`config.mk`:
```
export PLATFORM = sky130hd
export DESIGN_NAME = fifo_ctrl
export DESIGN_NICKNAME = d
export VERILOG_FILES = /design/src/rtl/fifo_pkg.sv /design/src/rtl/fifo_ptr.sv /design/src/rtl/fifo_ctrl.sv
export SDC_FILE = /design/constraint.sdc
export NUM_CORES = 1
export LEC_CHECK = 0
export ABC_AREA = 1
export CAP_MARGIN = 5
export CORE_MARGIN = 1
export CORE_UTILIZATION = 44
export CTS_CLUSTER_DIAMETER = 60
export DETAILED_ROUTE_END_ITERATION = 10
export HOLD_SLACK_MARGIN = 0.02
export PLACE_DENSITY = 0.76
export SYNTH_ARGS = -nofsm -noshare
export SYNTH_HDL_FRONTEND = slang
export SYNTH_SLANG_ARGS = --single-unit
export TNS_END_PERCENT = 50
```
`constraint.sdc`:
```
create_clock -name clk -period 2 [get_ports clk]
set_input_delay 0.4 -clock clk [delete_from_list [all_inputs] [get_ports clk]]
set_output_delay 0.4 -clock clk [all_outputs]
set_load 0.02 [all_outputs]
```
`src/rtl/fifo_pkg.sv`:
```
// Shared definitions for the 8-entry FIFO: geometry and state codes.
// Latency: n/a (constants and types only).
// Backpressure: n/a; fifo_ns, fifo_ctrl and the bench all use one definition.
package fifo_pkg;

    localparam int DEPTH = 8;
    localparam int AW    = 3;   // log2(DEPTH)
    localparam int CW    = 4;   // log2(DEPTH)+1, holds 0..DEPTH

    // State codes exchanged between fifo_ns and fifo_ctrl.
    // Codes 011 and 100 are unused and decode as ST_NO_OP.
    typedef enum logic [2:0] {
        ST_INIT     = 3'b000,
        ST_WRITE    = 3'b001,
        ST_READ     = 3'b010,
        ST_WR_ERROR = 3'b101,
        ST_RD_ERROR = 3'b110,
        ST_NO_OP    = 3'b111
    } state_t;

endpackage

```
`src/rtl/fifo_ptr.sv`:
```
// Wrapping AW-bit pointer register (FIFO head or tail).
// Latency: 1 cycle; inc/clr take effect at the next rising edge, clr wins.
// Backpressure: none; the caller decides when to advance.
// Ports: clk, reset_n (async active-low), inc (advance by 1 mod 2^AW),
//        clr (synchronous return to 0), ptr (current pointer value).
module fifo_ptr #(
    parameter int AW = 3
) (
    input  logic          clk,
    input  logic          reset_n,
    input  logic          inc,
    input  logic          clr,
    output logic [AW-1:0] ptr
);

    always_ff @(posedge clk or negedge reset_n) begin
        if (!reset_n) begin
            ptr <= '0;
        end else if (clr) begin
            ptr <= '0;
        end else if (inc) begin
            // Natural AW-bit overflow gives the modulo-DEPTH wrap.
            ptr <= ptr + AW'(1);
        end
    end

endmodule

```
`src/rtl/fifo_ctrl.sv`:
```
// Sequential control stage of the FIFO: state register, head/tail pointers,
// occupancy count, register-file strobes and one-cycle handshake flags.
// Latency: strobes/addresses same cycle; count, state, flags 1 cycle later.
// Backpressure: WRITE while full becomes WR_ERROR, READ while empty becomes
//               RD_ERROR; neither touches pointers or count.
// Ports: clk, reset_n (async active-low), next_state (from fifo_ns),
//        state/data_count (fed back to fifo_ns), wr_addr/rd_addr/we/re
//        (register file), full/empty, wr_ack/wr_err/rd_ack/rd_err.
module fifo_ctrl #(
    parameter int DEPTH = fifo_pkg::DEPTH,
    parameter int AW    = fifo_pkg::AW,
    parameter int CW    = fifo_pkg::CW
) (
    input  logic          clk,
    input  logic          reset_n,
    input  logic [2:0]    next_state,
    output logic [2:0]    state,
    output logic [CW-1:0] data_count,
    output logic [AW-1:0] wr_addr,
    output logic [AW-1:0] rd_addr,
    output logic          we,
    output logic          re,
    output logic          full,
    output logic          empty,
    output logic          wr_ack,
    output logic          wr_err,
    output logic          rd_ack,
    output logic          rd_err
);

    import fifo_pkg::*;

    state_t state_q;
    state_t eff_state;

    assign full  = (data_count == CW'(DEPTH));
    assign empty = (data_count == '0);
    assign state = state_q;

    // Effective state: guards applied, unused codes folded to NO_OP.
    always_comb begin
        eff_state = ST_NO_OP;
        case (next_state)
            ST_INIT:     eff_state = ST_INIT;
            ST_WRITE:    eff_state = full  ? ST_WR_ERROR : ST_WRITE;
            ST_READ:     eff_state = empty ? ST_RD_ERROR : ST_READ;
            ST_WR_ERROR: eff_state = ST_WR_ERROR;
            ST_RD_ERROR: eff_state = ST_RD_ERROR;
            default:     eff_state = ST_NO_OP;
        endcase
    end

    // Strobes are held low while reset is asserted so the register file
    // never captures during reset, whatever fifo_ns is presenting.
    assign we = reset_n && (eff_state == ST_WRITE);
    assign re = reset_n && (eff_state == ST_READ);

    fifo_ptr #(.AW(AW)) u_tail (
        .clk     (clk),
        .reset_n (reset_n),
        .inc     (eff_state == ST_WRITE),
        .clr     (eff_state == ST_INIT),
        .ptr     (wr_addr)
    );

    fifo_ptr #(.AW(AW)) u_head (
        .clk     (clk),
        .reset_n (reset_n),
        .inc     (eff_state == ST_READ),
        .clr     (eff_state == ST_INIT),
        .ptr     (rd_addr)
    );

    always_ff @(posedge clk or negedge reset_n) begin
        if (!reset_n) begin
            state_q    <= ST_INIT;
            data_count <= '0;
            wr_ack     <= 1'b0;
            wr_err     <= 1'b0;
            rd_ack     <= 1'b0;
            rd_err     <= 1'b0;
        end else begin
            state_q <= eff_state;
            // The guards keep the count inside 0..DEPTH without saturation.
            case (eff_state)
                ST_INIT:  data_count <= '0;
                ST_WRITE: data_count <= data_count + CW'(1);
                ST_READ:  data_count <= data_count - CW'(1);
                default:  data_count <= data_count;
            endcase
            // Flags follow the effective state, so each lasts one cycle
            // and at most one is ever set.
            wr_ack <= (eff_state == ST_WRITE);
            wr_err <= (eff_state == ST_WR_ERROR);
            rd_ack <= (eff_state == ST_READ);
            rd_err <= (eff_state == ST_RD_ERROR);
        end
    end

endmodule

```
==> results.toml <==
[sta]
final_hold_viol_count = 0
min_period_ns = 1.93
rsz0062_at_grt = "no"
worst_slack_ns = 0.0747
setup_viol = 0
tightest_slew_ns = 0.338
fmax_mhz = 519
finClkSkew_ns = 0.00319
drv_slew = 0
max_slew_margin_pct = 77.2
post-route-period-util_pct = 96.3

[final_layout]
diodes = 0
drive_above_1_share_pct = 21.4
fill_cells = 146
fin_util_pct = 70.5
areaGrowthSynthToFinish_pct = 47.3
multi_input_area_um2 = 360
regArea_um2 = 427
final_common_cell = "nand2_1"
final_cell_mix = "nand2_1, clkdlybuf4s50_1, dfrtp_1"
fin_cells = 156
final_nets = 142
final_area_um2 = 1230

[run_status]
status = "complete, no violations"

[die]
die_w_um = 45.6
coreArea_um2 = 1750
io_pins = 26
die_h_um = 45.6
fp-row-count = 15
initial_core_util_pct = 47.9
dieArea_um2 = 2080

[drt]
dr.first_iter.drc_count = 11
via_per_inst = 4.83
wirelength_mm = 1.89
drc = 0
dr_total_vias = 754
ant_nets = 0
drtPass1Iterations = 4
wl_per_cell_um = 12.1

[cts]
cts_tree = "yes"
postCtsSetupBuffers = 0
clk_pin_slew_ns = 0.10
clkLatencyLatePin_ns = 0.29
holdBufCountCts = 0
cts_max_level = 1
cts_sinks = 17
cts_root_buf = "clkbuf_4"
cts_buffer_depth = 2
cts-buffers-inserted = 3

[placement]
hpwl_mm = 1.47
gp_congestion = 0.820
place_area_um2 = 1200
dpl.cell_count = 152
portBuffers = 25
post-place-ws_ns = -0.259

[worst_setup_path]
crit_cells = 4
setup.worst_path.end = "re"
reg2reg_to = "data_count[2]"
worstPathArrival_ns = 1.53
path_class = "in -> out"
critical_path_buf_inv_count = 2
rr_startpoint = "data_count[3]"
cp_top_family = "buffers and inverters"
cp-startpoint = "next_state[1]"
worstPathMaxFanout = 5
worst_setup_path_start_kind = "primary input"
path_cells = "clkdlybuf4s50_1, nand3_2, nor2_1, dlygate4sd2_1"
worst-r2r-cell-count = 10
cpMaxStageDelayCell = "clkdlybuf4s50_1"
crit_path_end_kind = "primary output"
max_stage_delay_ns = 0.58
crit_required_ns = 1.60
r2r_slack_ns = 0.11

[yosys]
syn_inst = 91
yosysTopAreaCell = "dfrtp_1"
syn_area_um2 = 836
synth_seq_cells = 17
ys_warn_count = 0
netlist-cell-type-count = 23
ys_seq_area_share_pct = 50.9
synth_fp_nets = 101
syn_area_per_cell_um2 = 9.18
yosys.area.top_type_share_pct = 50.9
yosys-top-cells-area = "dfrtp_1, nand2_1, ha_1, inv_1, o21ai_0"

[hold_path]
worstHoldPathType = "in -> reg"

[global_route]
grt_max_degree = 18
antenna_found_initial = 0
overflow = 0
grt_pass1_vias = 680
grt_pass1_wl_mm = 3.09
grt.total_usage_pct = 21.8

[power_and_ir_drop]
p_total_mw = 1.44
powerDensity_nw_per_um2 = 1170
leakage_nw = 0.647
ir_worst_vdd_uv = 824

[flow_run]
drv_cap = 0
-- registers in the layout, summed over array words and instances (netlist names) --
register / flops
data_count: 4
state: 3
u_head.ptr: 3
u_tail.ptr: 3
rd_ack: 1
rd_err: 1
wr_ack: 1
wr_err: 1
-- worst min-delay path by stage --
stage	cells past startpoint	slack [ns]	end	from
after floorplan	0	0.10	data_count[0]	reset_n
after global placement	2	0.49	u_tail.ptr[1]	u_tail.ptr[1]
after detailed placement	2	0.50	u_tail.ptr[1]	u_tail.ptr[1]
after CTS	2	0.47	state[0]	reset_n
after global routing	2	0.42	rd_err	next_state[0]
final	2	0.40	rd_err	next_state[0]
-- cell usage after synthesis --
cell type,instances
fa_1,1
nand2_2,4
nand2_1,21
a21boi_0,1
nand4_1,2
xor2_1,1
o21ai_1,1
nor2_2,1
o21a_1,1
inv_4,1
nand2_4,1
nand3_1,3
ha_1,4
inv_1,11
o21ai_0,6
nor3_1,1
xnor2_1,2
nor3_2,1
nand3_2,1
inv_2,2
a22o_1,1
dfrtp_1,17
nor2_1,7
-- through the flow --
stage | setup TNS (ns) | hold slack, ns
6_report | 0 | 0.401
3_3_place_gp | -0.988 | 0.494
5_1_grt | 0 | 0.422
2_1_floorplan | 0 | 0.104
4_1_cts | 0 | 0.469
3_5_place_dp | -1.06 | 0.505
-- power breakdown --
part	internal, mW	total, mW	switching, mW
logic	0.341	0.749	0.407
registers	0.425	0.500	0.0746
clock network	0.0776	0.188	0.110
-- what timing repair did --
action | in CTS | in global routing
resized for setup | 4 | 5
setup endpoints to repair | 4 | 4
pin swaps | 0 | 1
-- cell type report --
cell class	count	area share, %
inverter	14	4.47
timing repair buffer	36	26.9
tap	25	2.54
clock buffer	4	2.13
multi-input combinational	60	29.3
sequential	17	34.7
-- cells by family after synthesis --
| group | count (synthesis) | share of synthesized area [%] |
|---|---|---|
| adder cells (fa/ha/maj) | 5 | 8.38 |
| AND/OR/NAND/NOR | 42 | 24.0 |
| XOR/XNOR | 3 | 3.14 |
| AO/OA/AOI/OAI | 10 | 7.04 |
| flip-flops | 17 | 50.9 |
| buffers and inverters | 14 | 6.59 |
-- metal layers --
metal	share of wire, %	global-route usage (%)
met1	47	29.2
met4	2.8	10.9
met5	0	0
met2	46	32.9
met3	4.1	4.76
Power figures use the tool's default switching activity.
